--- config.mk ---
export PLATFORM = sky130hd
export DESIGN_NAME = mem_bus_ctrl
export DESIGN_NICKNAME = d
export VERILOG_FILES = /design/src/rtl/mem_map_pkg.sv /design/src/rtl/mem_addr_decode.sv /design/src/rtl/mem_bus_ctrl.sv
export SDC_FILE = /design/constraint.sdc
export NUM_CORES = 1
export LEC_CHECK = 0
export CORE_ASPECT_RATIO = 0.7
export CORE_MARGIN = 10
export CORE_UTILIZATION = 39
export CTS_BUF_LIST = sky130_fd_sc_hd__clkbuf_4 sky130_fd_sc_hd__clkbuf_8
export DETAILED_ROUTE_END_ITERATION = 10
export GPL_ROUTABILITY_DRIVEN = 0
export PLACE_DENSITY_LB_ADDON = 0.2
export SLEW_MARGIN = 10
export SYNTH_ARGS = -nofsm -noshare
export SYNTH_HDL_FRONTEND = slang
export SYNTH_SLANG_ARGS = --single-unit
export TNS_END_PERCENT = 10
--- constraint.sdc ---
create_clock -name clk -period 1.6 [get_ports clk]
set_input_delay 0.32 -clock clk [delete_from_list [all_inputs] [get_ports clk]]
set_output_delay 0.32 -clock clk [all_outputs]
set_load 0.05 [all_outputs]
--- src/rtl/mem_map_pkg.sv ---
// Shared memory-map definitions for the SM83 memory-bus controller: regions, FSM states and
// address-window constants.
package mem_map_pkg;

  typedef enum logic [1:0] {
    RegionRom,
    RegionWram,
    RegionReg,
    RegionUnmapped
  } region_e;

  typedef enum logic [1:0] {
    StIdle,
    StAddr,
    StData,
    StWrite
  } state_e;

  typedef enum logic {
    GrantCpu,
    GrantDma
  } grant_e;

  localparam logic [15:0] RomLimit    = 16'h00FF;
  localparam logic [15:0] WramBase    = 16'hC000;
  localparam logic [15:0] WramLimit   = 16'hDFFF;
  localparam logic [15:0] EchoBase    = 16'hE000;
  localparam logic [15:0] EchoLimit   = 16'hFDFF;
  localparam logic [15:0] BootDisAddr = 16'hFF50;

  function automatic logic in_range(logic [15:0] addr, logic [15:0] lo, logic [15:0] hi);
    return (addr >= lo) && (addr <= hi);
  endfunction

endpackage

--- src/rtl/mem_addr_decode.sv ---
// Combinational address decoder: maps a 16-bit bus address and the overlay flag onto a target
// region plus the local bootrom / work_ram addresses.
module mem_addr_decode
  import mem_map_pkg::*;
#(
  parameter int unsigned ROM_AW        = 8,
  parameter int unsigned WRAM_AW       = 13,
  parameter logic [15:0] BOOT_DIS_ADDR = BootDisAddr
) (
  input  logic [15:0]        addr,
  input  logic               boot_en,
  output region_e            region,
  output logic [ROM_AW-1:0]  rom_addr,
  output logic [WRAM_AW-1:0] wram_addr
);

  always_comb begin
    region = RegionUnmapped;
    if (boot_en && (addr <= RomLimit)) begin
      region = RegionRom;
    end else if (in_range(addr, WramBase, WramLimit) || in_range(addr, EchoBase, EchoLimit)) begin
      // Echo window aliases work_ram through the same low address bits.
      region = RegionWram;
    end else if (addr == BOOT_DIS_ADDR) begin
      region = RegionReg;
    end
  end

  assign rom_addr  = addr[ROM_AW-1:0];
  assign wram_addr = addr[WRAM_AW-1:0];

endmodule

--- src/rtl/mem_bus_ctrl.sv ---
// Memory-bus controller: round-robin CPU/DMA arbitration, address decode onto bootrom/work_ram,
// synchronous-read latency hiding behind req/ready, and the boot-ROM overlay disable register.
module mem_bus_ctrl
  import mem_map_pkg::*;
#(
  parameter int unsigned ROM_AW        = 8,
  parameter int unsigned WRAM_AW       = 13,
  parameter logic [15:0] BOOT_DIS_ADDR = BootDisAddr,
  parameter logic [7:0]  OPEN_BUS      = 8'hFF
) (
  input  logic               clk,
  input  logic               rst,
  input  logic [15:0]        cpu_addr,
  input  logic               cpu_rd,
  input  logic               cpu_wr,
  input  logic [7:0]         cpu_wdata,
  output logic [7:0]         cpu_rdata,
  output logic               cpu_ready,
  input  logic               dma_req,
  input  logic [15:0]        dma_addr,
  output logic [7:0]         dma_rdata,
  output logic               dma_valid,
  output logic [ROM_AW-1:0]  rom_addr,
  input  logic [7:0]         rom_dout,
  output logic [WRAM_AW-1:0] wram_addr,
  output logic               wram_we,
  output logic [7:0]         wram_din,
  input  logic [7:0]         wram_dout,
  output logic               boot_en
);

  state_e  state_q;
  grant_e  last_grant_q;
  grant_e  owner_q;
  region_e target_q;

  logic               cpu_act;
  grant_e             grant;
  logic [15:0]        grant_addr;
  region_e            dec_region;
  logic [ROM_AW-1:0]  dec_rom_addr;
  logic [WRAM_AW-1:0] dec_wram_addr;
  logic [7:0]         rd_data;

  // A lone requester always wins; on contention the one not granted last time wins.
  always_comb begin
    cpu_act = cpu_rd | cpu_wr;
    if (dma_req && (!cpu_act || (last_grant_q == GrantCpu))) begin
      grant = GrantDma;
    end else begin
      grant = GrantCpu;
    end
    grant_addr = (grant == GrantDma) ? dma_addr : cpu_addr;
  end

  mem_addr_decode #(
    .ROM_AW       (ROM_AW),
    .WRAM_AW      (WRAM_AW),
    .BOOT_DIS_ADDR(BOOT_DIS_ADDR)
  ) u_decode (
    .addr     (grant_addr),
    .boot_en  (boot_en),
    .region   (dec_region),
    .rom_addr (dec_rom_addr),
    .wram_addr(dec_wram_addr)
  );

  always_comb begin
    rd_data = OPEN_BUS;
    case (target_q)
      RegionRom:  rd_data = rom_dout;
      RegionWram: rd_data = wram_dout;
      default:    rd_data = OPEN_BUS;
    endcase
  end

  always_ff @(posedge clk or negedge rst) begin
    if (!rst) begin
      state_q      <= StIdle;
      last_grant_q <= GrantDma;
      owner_q      <= GrantCpu;
      target_q     <= RegionUnmapped;
      cpu_ready    <= 1'b0;
      dma_valid    <= 1'b0;
      cpu_rdata    <= '0;
      dma_rdata    <= '0;
      rom_addr     <= '0;
      wram_addr    <= '0;
      wram_we      <= 1'b0;
      wram_din     <= '0;
      boot_en      <= 1'b1;
    end else begin
      cpu_ready <= 1'b0;
      dma_valid <= 1'b0;
      wram_we   <= 1'b0;
      unique case (state_q)
        StIdle: begin
          if (cpu_act || dma_req) begin
            last_grant_q <= grant;
            owner_q      <= grant;
            target_q     <= dec_region;
            if (dec_region == RegionRom) begin
              rom_addr <= dec_rom_addr;
            end
            if (dec_region == RegionWram) begin
              wram_addr <= dec_wram_addr;
            end
            if ((grant == GrantCpu) && cpu_wr) begin
              if (dec_region == RegionWram) begin
                wram_we  <= 1'b1;
                wram_din <= cpu_wdata;
              end
              // Overlay disable is sticky; only a non-zero write clears it.
              if ((dec_region == RegionReg) && (cpu_wdata != 8'h00)) begin
                boot_en <= 1'b0;
              end
              state_q <= StWrite;
            end else begin
              state_q <= StAddr;
            end
          end
        end
        StAddr: begin
          state_q <= StData;
        end
        StData: begin
          if (owner_q == GrantDma) begin
            dma_rdata <= rd_data;
            dma_valid <= 1'b1;
          end else begin
            cpu_rdata <= rd_data;
            cpu_ready <= 1'b1;
          end
          state_q <= StIdle;
        end
        StWrite: begin
          cpu_ready <= 1'b1;
          state_q   <= StIdle;
        end
        default: begin
          state_q <= StIdle;
        end
      endcase
    end
  end

endmodule

-- After elaboration in Yosys (flattened, before gate mapping)
Cells that the tools add are included.
- order comparisons: 5
- equality and inequality tests: 8
- multiplexer cells: 17
- bitwise gates (word level): 4
- reduce and logical (&&, ||, !) cells: 22
- operator list (operator ; number):
    $ge A16 B16 Y1 const B ; 2
    $le A16 B16 Y1 const B ; 2
    $eq A16 B16 Y1 const B ; 1
    $le A16 B8 Y1 const B ; 1
    $mux W16 ; 1
    $pmux W8 S2 ; 1
    $mux W1 ; 9
    $mux W2 ; 4
    $reduce_and A4 Y1 ; 2
    $reduce_bool A8 Y1 ; 1
    $eq A2 B1 Y1 const B ; 3
    $eq A2 B2 Y1 const B ; 3
    $logic_and A1 B1 Y1 ; 6
    $logic_not A2 Y1 ; 3
    $pmux W2 S3 ; 1
    $reduce_and A2 Y1 ; 3
    $reduce_and A3 Y1 ; 2
    $logic_or A1 B1 Y1 ; 3
    $not A1 Y1 ; 3
    $ne A2 B2 Y1 const B ; 1
    $pmux W1 S2 ; 1
    $reduce_or A2 Y1 ; 1
    $logic_not A1 Y1 ; 1
    $or A1 B1 Y1 ; 1
- flip-flop bits (word level): 55
- output and inout port bits: 49
- word-level logic and storage cells: 69

-- Depth between registers and ports, before layout
Gate-level depths: netlist of the first run.
- word-level depth: 16
- depth in mapped cells: 7

-- By module
Synthesis of the first run repeated with hierarchy kept, for this count alone.
- cell total of the unflattened synthesis: 218
- area total of the unflattened synthesis: 2662.6 µm²
- by module, submodules not included (module ; instances ; cells each ; area each (µm²) ; sequential area each (µm²)):
    mem_bus_ctrl ; 1 ; 184 ; 2417.3 ; 1381.3
    mem_addr_decode ; 1 ; 34 ; 245.2 ; 0.0

-- Worst setup path after synthesis of the first run
No wires, ideal clock.
- path kind: register to register
- start point: reg boot_en
- end point: reg rom_addr[0]
- setup time: 0.125 ns
- arrival: 1.723 ns
- data required time: 1.475 ns
- slack: -0.248 ns
- stages on the path, launching flop included: 6
- buffers on the path: 0
- cells stage by stage: dfstp_2 -> nor4b_1 -> o211ai_1 -> a21oi_1 -> nand2_2 -> mux2_2
- longest elaborated chain between the ends: 4
- RTL lines (item ; RTL line ; source):
    from (decl) ; mem_bus_ctrl.sv:29 ; output logic boot_en
    from (signal assigned) ; mem_bus_ctrl.sv:91 ; boot_en <= 1'b1;
    from (signal assigned) ; mem_bus_ctrl.sv:115 ; boot_en <= 1'b0;
    $logic_and A1 B1 Y1 ; mem_addr_decode.sv:19 ; if (boot_en && (addr <= RomLimit)) begin
    $mux W2 ; mem_addr_decode.sv:19 ;
    $logic_not A2 Y1 ; mem_bus_ctrl.sv:102 ; if (dec_region == RegionRom) begin
    $reduce_and A3 Y1 (no line) ; - ;
    to (signal assigned) ; mem_bus_ctrl.sv:103 ; rom_addr <= dec_rom_addr;
    to (decl) ; mem_bus_ctrl.sv:23 ; output logic [ROM_AW-1:0] rom_addr,
No other way between the ends.
A chain may end at the register's enable or synchronous reset.

-- Worst setup path in the final report of the first run
- start point: in cpu_addr[12]
- end point: reg wram_addr[5]
- longest elaborated chain between the ends: 8
- elaborated cells between the ends (all ways): 16
- classes of those cells: order compare: 5; eq/ne: 2; mux: 4; reduce/logical: 5
- RTL lines (item ; RTL line ; source):
    from (decl) ; mem_bus_ctrl.sv:13 ; input logic [15:0] cpu_addr,
    $mux W16 (*) ; mem_bus_ctrl.sv:53 ; grant_addr = (grant == GrantDma) ? dma_addr : cpu_addr;
    $ge A16 B16 Y1 / $le A16 B16 Y1 (equally long branches) ; mem_map_pkg.sv:32 ; return (addr >= lo) && (addr <= hi);
    $logic_and A1 B1 Y1 ; mem_map_pkg.sv:32 ;
    $logic_or A1 B1 Y1 ; mem_addr_decode.sv:21 ; end else if (in_range(addr, WramBase, WramLimit) || in_range(addr, EchoBase, EchoLimit)) begin
    $mux W2 ; mem_addr_decode.sv:21 ;
    $mux W2 (*) ; mem_addr_decode.sv:19 ;
    $eq A2 B1 Y1 (*) ; mem_bus_ctrl.sv:105 ; if (dec_region == RegionWram) begin
    $reduce_and A3 Y1 (no line) (*) ; - ;
    to (signal assigned) ; mem_bus_ctrl.sv:106 ; wram_addr <= dec_wram_addr;
    to (decl) ; mem_bus_ctrl.sv:25 ; output logic [WRAM_AW-1:0] wram_addr,
Every way passes the cells marked *; elsewhere a longest branch is shown, timed or not.

==> out/qor.yml, run 1 <==
pwr_density_nw_per_um2: 1810
grt-busiest-layer: "met2"
netlist_instances: 210
syn-num-nets: 271
path_clk_slew_ns: 0.10
yosys_warnings: 0
h-tree-depth: 2
port_buffers: 109
netlist.top_cell.by_area: "dfrtp_1"
mostFrequentLayoutCells: "64 x buf_4, 51 x dfrtp_1, 48 x clkdlybuf4s50_1"
critical_path.cell_chain: "clkdlybuf4s50_1 > and3_4 > nand3_2 > a32oi_4 > nor2_4 > buf_12 > mux2_4"
grt_first_pass_wirelength_um: 12000
worst-setup-path-type: "in2reg"
final.setup_skew_ns: 0.00649
fill_cells: 497
timing.critical_path.slowest_stage_cell: "clkdlybuf4s50_1"
leakage_power_nw: 1.87
synth_area_per_cell_um2: 12.2
routed_via_density: 4.95
max_slew.worst_pin.slew_ns: 0.400
placedInstanceArea_um2: 3960
worstPathBufferInverterCount: 2
fp.dieW_um: 117
ios: 110
antenna_found_initial: 1
die_height_um: 87.9
detailedPlace.worstSlack_ns: -0.599
cp_top_family: "buffers and inverters"
hold_viol_final: 18
number_of_iterations_in_the_first_detailed_routing_pass: 4
maximum_number_of_pins_on_one_net_before_global_route_repair: 56
timing.max_slew.rel_slack_pct: 73.2
ant_nets: 0
fin_crit_sh_pct: 109
hold_slack_ns: -0.0197
timing.final.setup_violations: 31
initial_utilization_pct: 40.7
finalMaxSlewViolations: 0
cts-hold-fix-buffers: 0
critPathCaptureType: "register"
grt.met1_usage_pct: 18.7
insertion_delay_ns: 0.31
netlist-cell-type-count: 37
largest_cells_by_area_after_synthesis: "dfrtp_1 50%, mux2_2 14%, mux2_4 5.8%"
grt_setup_unrepaired: "yes"
timing.final.ws_setup_ns: -0.142
clock_path_buffers: 2
maximum_capacitance_violations: 0
floorplan_row_count: 24
totalWireLength_um: 7570
finalPower_mw: 7.54
die_area_um2: 10300
core_region_area_um2: 6310
gr-usage-all-layers_pct: 14.6
post-synth-top-area-fraction_pct: 49.7
met3_usage_pct: 5.67
crit_arrival_ns: 1.94
via_count_of_the_first_global_routing_pass: 2287
final_layout_size_suffix_gt1_share_pct: 43.7
globalRoute.totalOverflow: 0
syn-cell-area_um2: 2570
via_count: 2115
layout-area-overhead-vs-synth_pct: 62.0
path_depth: 7
layout.cell_area.non_filler_um2: 4160
worstPathMaxFanout: 13
tns_ns: -3.55
number_of_buffers_added_by_the_clock_tree_synthesis_step: 5
tritoncts_num_sinks: 55
outcome: "finished, violations left"
seq_area_frac_synth_pct: 53.8
route.detailed.drc: 0
hold_path.class: "in2async"
layout_commonest_cell: "buf_4"
clock-root-buffer: "clkbuf_8"
grt_use_met2_pct: 23.5
nets: 408
drt_iter0_markers: 96
dp_hpwl_um: 5880
worst_ep_required_time_ns: 1.79
tritoncts: "done"
timing.fmax_mhz: 574
cp-start-kind: "input pin"
worst-r2r-cell-count: 5
cp_slowest_stage_delay_ns: 0.50
irDropWorstVdd_mv: 0.991
yosys_register_bits: 55
routedWlPerCell_um: 17.7
finalWorstPathRequiredPeriod_ns: 1.74
violations: "negative hold slack, negative setup slack"
[final cells by class]
class                      instances  area (um2)  area share, %
clock inverter                     2        12.5          0.301
tap                               78        97.6           2.35
multi-input combinational        144        1240           29.8
inverter                           4        15.0          0.361
antenna                            1        2.50         0.0602
timing repair buffer             137        1330           32.1
clock buffer                       6        76.3           1.83
sequential                        55        1380           33.2
[synth_stat cells, drive strengths merged]
library cell	instances
a21oi	11
mux2	41
nand2b	1
buf	2
and3	2
a41o	1
nor3	2
o21a	1
dfrtp	51
clkbuf	5
nor2b	8
o31ai	2
o211ai	4
and2	1
inv	4
nor3b	1
nor4bb	1
a211oi	8
nand2	16
a32oi	1
nand3	5
nor2	13
nand4	1
nor4	5
nand3b	1
nor4b	3
or4bb	1
dfstp	4
a21boi	2
o21ai	12
[power breakdown]
group	internal, mW	total [mW]	switching [mW]
clock	0.325	0.782	0.457
combinational	1.78	4.36	2.58
sequential	1.96	2.40	0.441
total	4.06	7.54	3.48
[registers in the layout, indices dropped and copies added (netlist names)]
register and count:
dma_rdata 8, wram_addr 13, cpu_rdata 8, wram_din 8, dma_valid 1, last_grant_q 1
state_q 2, wram_we 1, boot_en 1, cpu_ready 1, target_q 2, owner_q 1
rom_addr 8
[cells by family after synthesis]
kind of cell	synth area share, %
and+or+nand+nor	13.2
muxes	19.4
DFF	53.8
AOI/OAI and AO/OA	11.6
buffers and inverters	2.00
[stage by stage]
stage,utilization (%),hold slack [ns],instances
6_report,66.0,-0.0197,427
5_1_grt,66.0,0.0000354,427
3_5_place_dp,62.8,0.344,414
3_3_place_gp,62.8,0.339,414
4_1_cts,65.1,0.00485,424
2_1_floorplan,-,0.0244,210
[metal layers]
metal  up-vias  wire (um)
li1       1045          -
met1      1013       3370
met2        57       3560
met3         0        638
met4         0          0
met5         -          0
[path summary, 6_finish.rpt]
check                        startpoint      endpoint  slack, ns
setup / recovery           cpu_addr[12]  wram_addr[5]      -0.14
hold / removal                      rst   rom_addr[1]      -0.02
setup reg to reg                boot_en   rom_addr[5]      -0.12
hold reg to reg            dma_rdata[4]  dma_rdata[4]       0.49
max in group asynchronous           rst   target_q[0]       1.30
min in group clk           dma_rdata[4]  dma_rdata[4]       0.49
[timing repair]
item / in CTS / in global routing
pin swaps: 7 / 4
gates resized for setup: 19 / 10
setup buffers: 3 / 2
setup endpoints to repair: 31 / 32
No activity file was read; power rests on OpenSTA's default activity.
==> run 2: changes to the inputs <==
--- a/config.mk
+++ b/config.mk
@@ -6,7 +6,7 @@
 export NUM_CORES = 1
 export LEC_CHECK = 0
 export CORE_ASPECT_RATIO = 0.7
-export CORE_MARGIN = 10
+export CORE_MARGIN = 2
 export CORE_UTILIZATION = 39
 export CTS_BUF_LIST = sky130_fd_sc_hd__clkbuf_4 sky130_fd_sc_hd__clkbuf_8
 export DETAILED_ROUTE_END_ITERATION = 10
==> run 2 against run 1 <==
- the flow finishes with violations (negative setup slack)
- clock-buffer cell count shrank 1
- clock skew shrank 0.00074 ns
- sequential cell count is the same
- maximum frequency grew 1.4%
- register-to-register slack is essentially flat
==> out/qor.yml, run 2 (synthesized netlist as in run 1, its figures left out) <==
nets: 411  # +0.74%
finalMaxSlewViolations: 0  # unchanged
totalWireLength_um: 6780  # -10%
internal_power_mw: 4.23  # +4.2%
clock_path_buffers: 2  # unchanged
hold_path.class: "reg2reg"
antenna_found_initial: 0  # -1
number_of_iterations_in_the_first_detailed_routing_pass: 4  # unchanged
globalRoute.totalOverflow: 0  # unchanged
whs_path_depth: 2
pwr_density_nw_per_um2: 1840  # +1.4%
cp-start-kind: "register"
timing.max_slew.rel_slack_pct: 76.5  # +3.2 points
path_depth: 6  # -1
leakage_power_nw: 1.90  # +1.3%
grt_setup_unrepaired: "yes"
routed_via_density: 5.00  # +0.90%
core_region_area_um2: 6310  # unchanged
worstPathMaxFanout: 5  # -8
power.share.clock_pct: 14.0  # +3.6 points
critPathCaptureType: "register"
largest-register: "wram_addr"
numPlacedInstances: 413  # -0.24%
worst-setup-path-type: "reg2reg"
fin_crit_sh_pct: 107  # -1.5 points
layout.cell_area.non_filler_um2: 4180  # +0.39%
route.detailed.drc: 0  # unchanged
port_buffers: 109  # unchanged
timing.final.ws_setup_ns: -0.118  # +0.0242 ns
max_slew.worst_pin.slew_ns: 0.351  # -0.0488 ns
routedWlPerCell_um: 15.8  # -11%
timing.final.setup_violations: 31  # unchanged
switching_share_pct: 44.9  # -1.2 points
layout_commonest_cell: "buf_4"
initial_utilization_pct: 40.7  # unchanged
worst-r2r-cell-count: 6  # +1
die_height_um: 71.9  # -18%
critical_path.cell_chain: "o21ai_2 > nand2_2 > a32oi_4 > buf_12 > nor2_4 > mux2_2"
maximum_capacitance_violations: 0  # unchanged
worst_ep_required_time_ns: 1.79  # about the same
timing.fmax_mhz: 582  # +1.4%
via_count_of_the_first_global_routing_pass: 2290  # +0.13%
h-tree-depth: 2  # unchanged
largest_register_ff_count: 13  # unchanged
outcome: "finished, violations left"
finalCoreUtilization_pct: 66.2  # +0.26 points
tritoncts: "done"
insertion_delay_ns: 0.30  # about the same
seqPwrFrac_pct: 31.1  # -0.7 points
ant_nets: 0  # unchanged
via_count: 2144  # +1.4%
clock-root-buffer: "clkbuf_8"
floorplan_row_count: 24  # unchanged
path_clk_slew_ns: 0.10  # about the same
timing.critical_path.slowest_stage_cell: "dfstp_2"
ios: 110  # unchanged
cp_top_family: "flip-flops"
placedInstanceArea_um2: 3890  # -1.8%
instances_no_fill: 429  # +0.47%
finalWorstPathRequiredPeriod_ns: 1.72  # -0.0242 ns
finalPower_mw: 7.68  # +1.8%
violations: "negative setup slack"
drt_iter0_markers: 65  # -32%
gr-usage-all-layers_pct: 19.7  # +5.1 points
worstPathBufferInverterCount: 1  # -1
final.setup_skew_ns: 0.00575  # -0.000737 ns
die_area_um2: 7260  # -29%
ant_diodes: 0  # -1
share_comb_of_total_power_pct: 55.0  # -2.8 points
dp_hpwl_um: 5110  # -13%
tritoncts_num_sinks: 55  # unchanged
irDropWorstVdd_mv: 1.04  # +4.5%
crit_arrival_ns: 1.91  # -0.03 ns
grt_first_pass_wirelength_um: 11200  # -6.2%
maximum_number_of_pins_on_one_net_before_global_route_repair: 56  # unchanged
final_layout_size_suffix_gt1_share_pct: 43.6  # -0.088 points
hold_viol_final: 0  # -18
number_of_buffers_added_by_the_clock_tree_synthesis_step: 5  # unchanged
fp.dieW_um: 101  # -14%
cp_slowest_stage_delay_ns: 0.57  # +0.07 ns
switchingPower_mw: 3.45  # -0.91%
layout-area-overhead-vs-synth_pct: 62.6
mostFrequentLayoutCells: "68 x buf_4, 51 x dfrtp_1, 44 x clkdlybuf4s50_1"
## run 2: worst paths after layout
kind / startpoint / to / slack (ns)
worst max-delay path: last_grant_q / wram_din[2] / -0.12
worst min-delay path: dma_rdata[4] / dma_rdata[4] / 0.49
worst max register to register: last_grant_q / wram_din[2] / -0.12
worst min register to register: dma_rdata[4] / dma_rdata[4] / 0.49
max in group asynchronous: rst / target_q[0] / 0.76
min in group asynchronous: rst / wram_addr[3] / 0.52
## run 2: power by group through the flow
| stage | logic (mW) | registers, mW | clock network [mW] |
|---|---|---|---|
| 2_1_floorplan | 1.09 | 3.89 | 0 |
| 3_3_place_gp | 4.08 | 2.40 | 0 |
| 3_5_place_dp | 4.13 | 2.41 | 0 |
| 4_1_cts | 4.22 | 2.39 | 1.10 |
| 5_1_grt | 4.47 | 2.47 | 1.16 |
| 6_report | 4.22 | 2.39 | 1.07 |
## run 2: tightest hold or removal path, stage by stage (launching register included)
cell and delay [ns]:
dfrtp_1 0.36, nand2_1 0.05, o21ai_0 0.06
## run 2: through the flow
| stage | TNS (ns) | worst slack [ns] | hold WS [ns] |
|---|---|---|---|
| 2_1_floorplan | -2.68 | -0.156 | 0.0244 |
| 3_3_place_gp | -17.25 | -0.553 | 0.337 |
| 3_5_place_dp | -17.71 | -0.592 | 0.341 |
| 4_1_cts | -2.33 | -0.114 | 0.00674 |
| 5_1_grt | -4.56 | -0.188 | 0.538 |
| 6_report | -2.58 | -0.118 | 0.490 |
## run 2: layer usage
metal | global-route usage (%) | vias up | wire length, um
met5 | 0 | - | 0
met4 | 2.70 | 0 | 16
met2 | 30.5 | 64 | 3020
met3 | 4.43 | 2 | 359
met1 | 29.4 | 1028 | 3380
li1 | - | 1050 | -
## run 2: cell type report
type,count,area (um2)
multi-input combinational,145,1250
clock buffer,5,68.8
inverter,4,15.0
timing repair buffer,139,1290
tap,78,97.6
clock inverter,3,67.6
fill,514,2130
sequential,55,1380
## run 2: what timing repair did
item / in CTS / in global routing
gates resized for setup: 28 / 6
pin swaps: 14 / 5
endpoints found under the hold margin: 0 / 4
gates cloned: 1 / 0
setup buffers: 6 / 1
hold buffers: 0 / 1
endpoints found under the setup margin: 31 / 31
==> run 3: changes to the inputs <==
--- a/config.mk
+++ b/config.mk
@@ -5,9 +5,10 @@
 export SDC_FILE = /design/constraint.sdc
 export NUM_CORES = 1
 export LEC_CHECK = 0
+export ABC_CLOCK_PERIOD_IN_PS = 2100
 export CORE_ASPECT_RATIO = 0.7
 export CORE_MARGIN = 2
-export CORE_UTILIZATION = 39
+export CORE_UTILIZATION = 47
 export CTS_BUF_LIST = sky130_fd_sc_hd__clkbuf_4 sky130_fd_sc_hd__clkbuf_8
 export DETAILED_ROUTE_END_ITERATION = 10
 export GPL_ROUTABILITY_DRIVEN = 0
==> constraint.sdc (replaced) <==
create_clock -name clk -period 2.1 [get_ports clk]
set_input_delay 0.42 -clock clk [delete_from_list [all_inputs] [get_ports clk]]
set_output_delay 0.42 -clock clk [all_outputs]
set_load 0.05 [all_outputs]
==> run 3 against run 2 <==
- the flow now finishes without violations
- non-clock buffer count fell by 11
- wire length fell by 5.2%
- die area decreased by 16%
- clock power down 44%
- critical endpoint is now wram_addr[8]
- largest cell class unchanged
- highest routed layer unchanged
==> out/qor.yml, run 3 (synthesized netlist as in run 1, its figures left out) <==
outcome: "complete, no violations"
ios: 110  # unchanged
hold_path.class: "in2async"
route.detailed.drc: 0  # unchanged
timing.fmax_mhz: 511
number_of_buffers_added_by_the_clock_tree_synthesis_step: 5  # unchanged
critPathCaptureType: "primary output"
hold_slack_ns: 0.0891  # -0.401 ns
number_of_iterations_in_the_first_detailed_routing_pass: 4  # unchanged
reg2reg_to: "rom_addr[4]"
drt_iter0_markers: 66  # +1.5%
grt_setup_unrepaired: "no"
instances_no_fill: 411  # -4.2%
tritoncts: "done"
worstPathBufferInverterCount: 1  # unchanged
pwr_density_nw_per_um2: 1390  # -24%
totalWireLength_um: 6430  # -5.2%
worst_ep_required_time_ns: 1.68  # -0.11 ns
tritoncts_num_sinks: 55  # unchanged
post_cts_resize_count: 0  # -100%
crit_arrival_ns: 1.54  # -0.37 ns
port_buffers: 109  # unchanged
finalMaxSlewViolations: 0  # unchanged
insertion_delay_ns: 0.32  # +0.02 ns
worst-r2r-cell-count: 5  # -1
ant_nets: 0  # unchanged
hold_viol_final: 0  # unchanged
finalWorstPathRequiredPeriod_ns: 1.96
floorplan_row_count: 22  # -8.3%
irDropWorstVdd_mv: 0.845  # -18%
maximum_number_of_pins_on_one_net_before_global_route_repair: 56  # unchanged
clock_path_buffers: 2  # unchanged
dp_hpwl_um: 4940  # -3.5%
worst-setup-path-type: "reg2out"
max_slew.worst_pin.slew_ns: 0.542  # +0.191 ns
fill_cells: 379  # -26%
globalRoute.totalOverflow: 0  # unchanged
grt_first_pass_wirelength_um: 10300  # -7.9%
via_count: 2112  # -1.5%
layout_commonest_cell: "clkdlybuf4s50_1"
via_count_of_the_first_global_routing_pass: 2094  # -8.6%
fin_crit_sh_pct: 93.2
r2r_setup_slack_ns: 0.27  # +0.39 ns
timing.critical_path.slowest_stage_cell: "clkdlybuf4s50_1"
timing.final.setup_violations: 0  # -100%
worstPathMaxFanout: 2  # -3
fp.dieW_um: 92.4  # -8.6%
cp_slowest_stage_delay_ns: 0.84  # +0.27 ns
number_of_buffers_added_for_setup_after_cts: 0  # -6
critical_path.cell_chain: "clkdlybuf4s50_1"
gr-usage-all-layers_pct: 22.3  # +2.5 points
nets: 399  # -2.9%
clock-root-buffer: "clkbuf_8"
largest-register: "wram_addr"
worst_r2r_startpoint: "boot_en"
mostFrequentLayoutCells: "107 x clkdlybuf4s50_1, 51 x dfrtp_1, 31 x mux2_2"
numPlacedInstances: 403  # -2.4%
cp_top_family: "buffers and inverters"
finalCoreUtilization_pct: 75.8  # +9.5 points
cts-hold-fix-buffers: 0  # unchanged
core_region_area_um2: 5260  # -17%
ant_diodes: 0  # unchanged
final_layout_size_suffix_gt1_share_pct: 24.2  # -19 points
timing.max_slew.rel_slack_pct: 63.8  # -13 points
leakage_power_nw: 1.66  # -12%
final.setup_skew_ns: 0.00824  # +0.00249 ns
layout-area-overhead-vs-synth_pct: 55.1
initial_utilization_pct: 48.9  # +8.1 points
largest_register_ff_count: 13  # unchanged
antenna_found_initial: 0  # unchanged
cp-start-kind: "register"
path_clk_slew_ns: 0.10  # about the same
h-tree-depth: 2  # unchanged
routed_via_density: 5.14  # +2.8%
maximum_capacitance_violations: 0  # unchanged
die_height_um: 65.9  # -8.4%
die_area_um2: 6080  # -16%
routedWlPerCell_um: 15.6  # -1.0%
## run 3: per-layer routing
metal / up-vias / wire length [um] / global-route usage (%)
li1: 1026 / - / -
met1: 1006 / 3040 / 29.9
met2: 70 / 2920 / 35.6
met3: 10 / 387 / 6.04
met4: 0 / 85 / 6.90
met5: - / 0 / 0
## run 3: worst max path at each step
stage | start | to | slack (ns) | cells past startpoint
3_5_place_dp | cpu_rd | rom_addr[2] | -0.15 | 6
3_3_place_gp | cpu_rd | rom_addr[7] | -0.15 | 6
6_report | wram_addr[8] | wram_addr[8] | 0.14 | 1
4_1_cts | wram_addr[8] | wram_addr[8] | 0.13 | 1
5_1_grt | cpu_rd | rom_addr[1] | 0.05 | 6
2_1_floorplan | boot_en | rom_addr[0] | 0.25 | 5
## run 3: final cells by class
cell class,count,area [um2],area share (%)
sequential,55,1380,34.7
timing repair buffer,128,1260,31.7
multi-input combinational,144,1140,28.6
tap,72,90.1,2.26
clock buffer,5,68.8,1.73
clock inverter,3,23.8,0.597
inverter,4,15.0,0.377
## run 3: through the flow
step                cell area (um2)  setup WS, ns  total power, mW  setup TNS [ns]
floorplan                      2570         0.252             3.79               0
global placement               3890        -0.145             4.90           -3.18
detailed placement             3890        -0.149             4.97           -3.84
CTS                            3980         0.129             5.58               0
global route                   3980        0.0520             5.84               0
finish                         3980         0.143             5.54               0
## run 3: report_power, final
group	leakage [nW]	internal [mW]	switching, mW
Sequential	0.659	1.49	0.309
Combinational	0.960	1.23	1.91
Clock	0.0461	0.241	0.359
Total	1.66	2.97	2.58
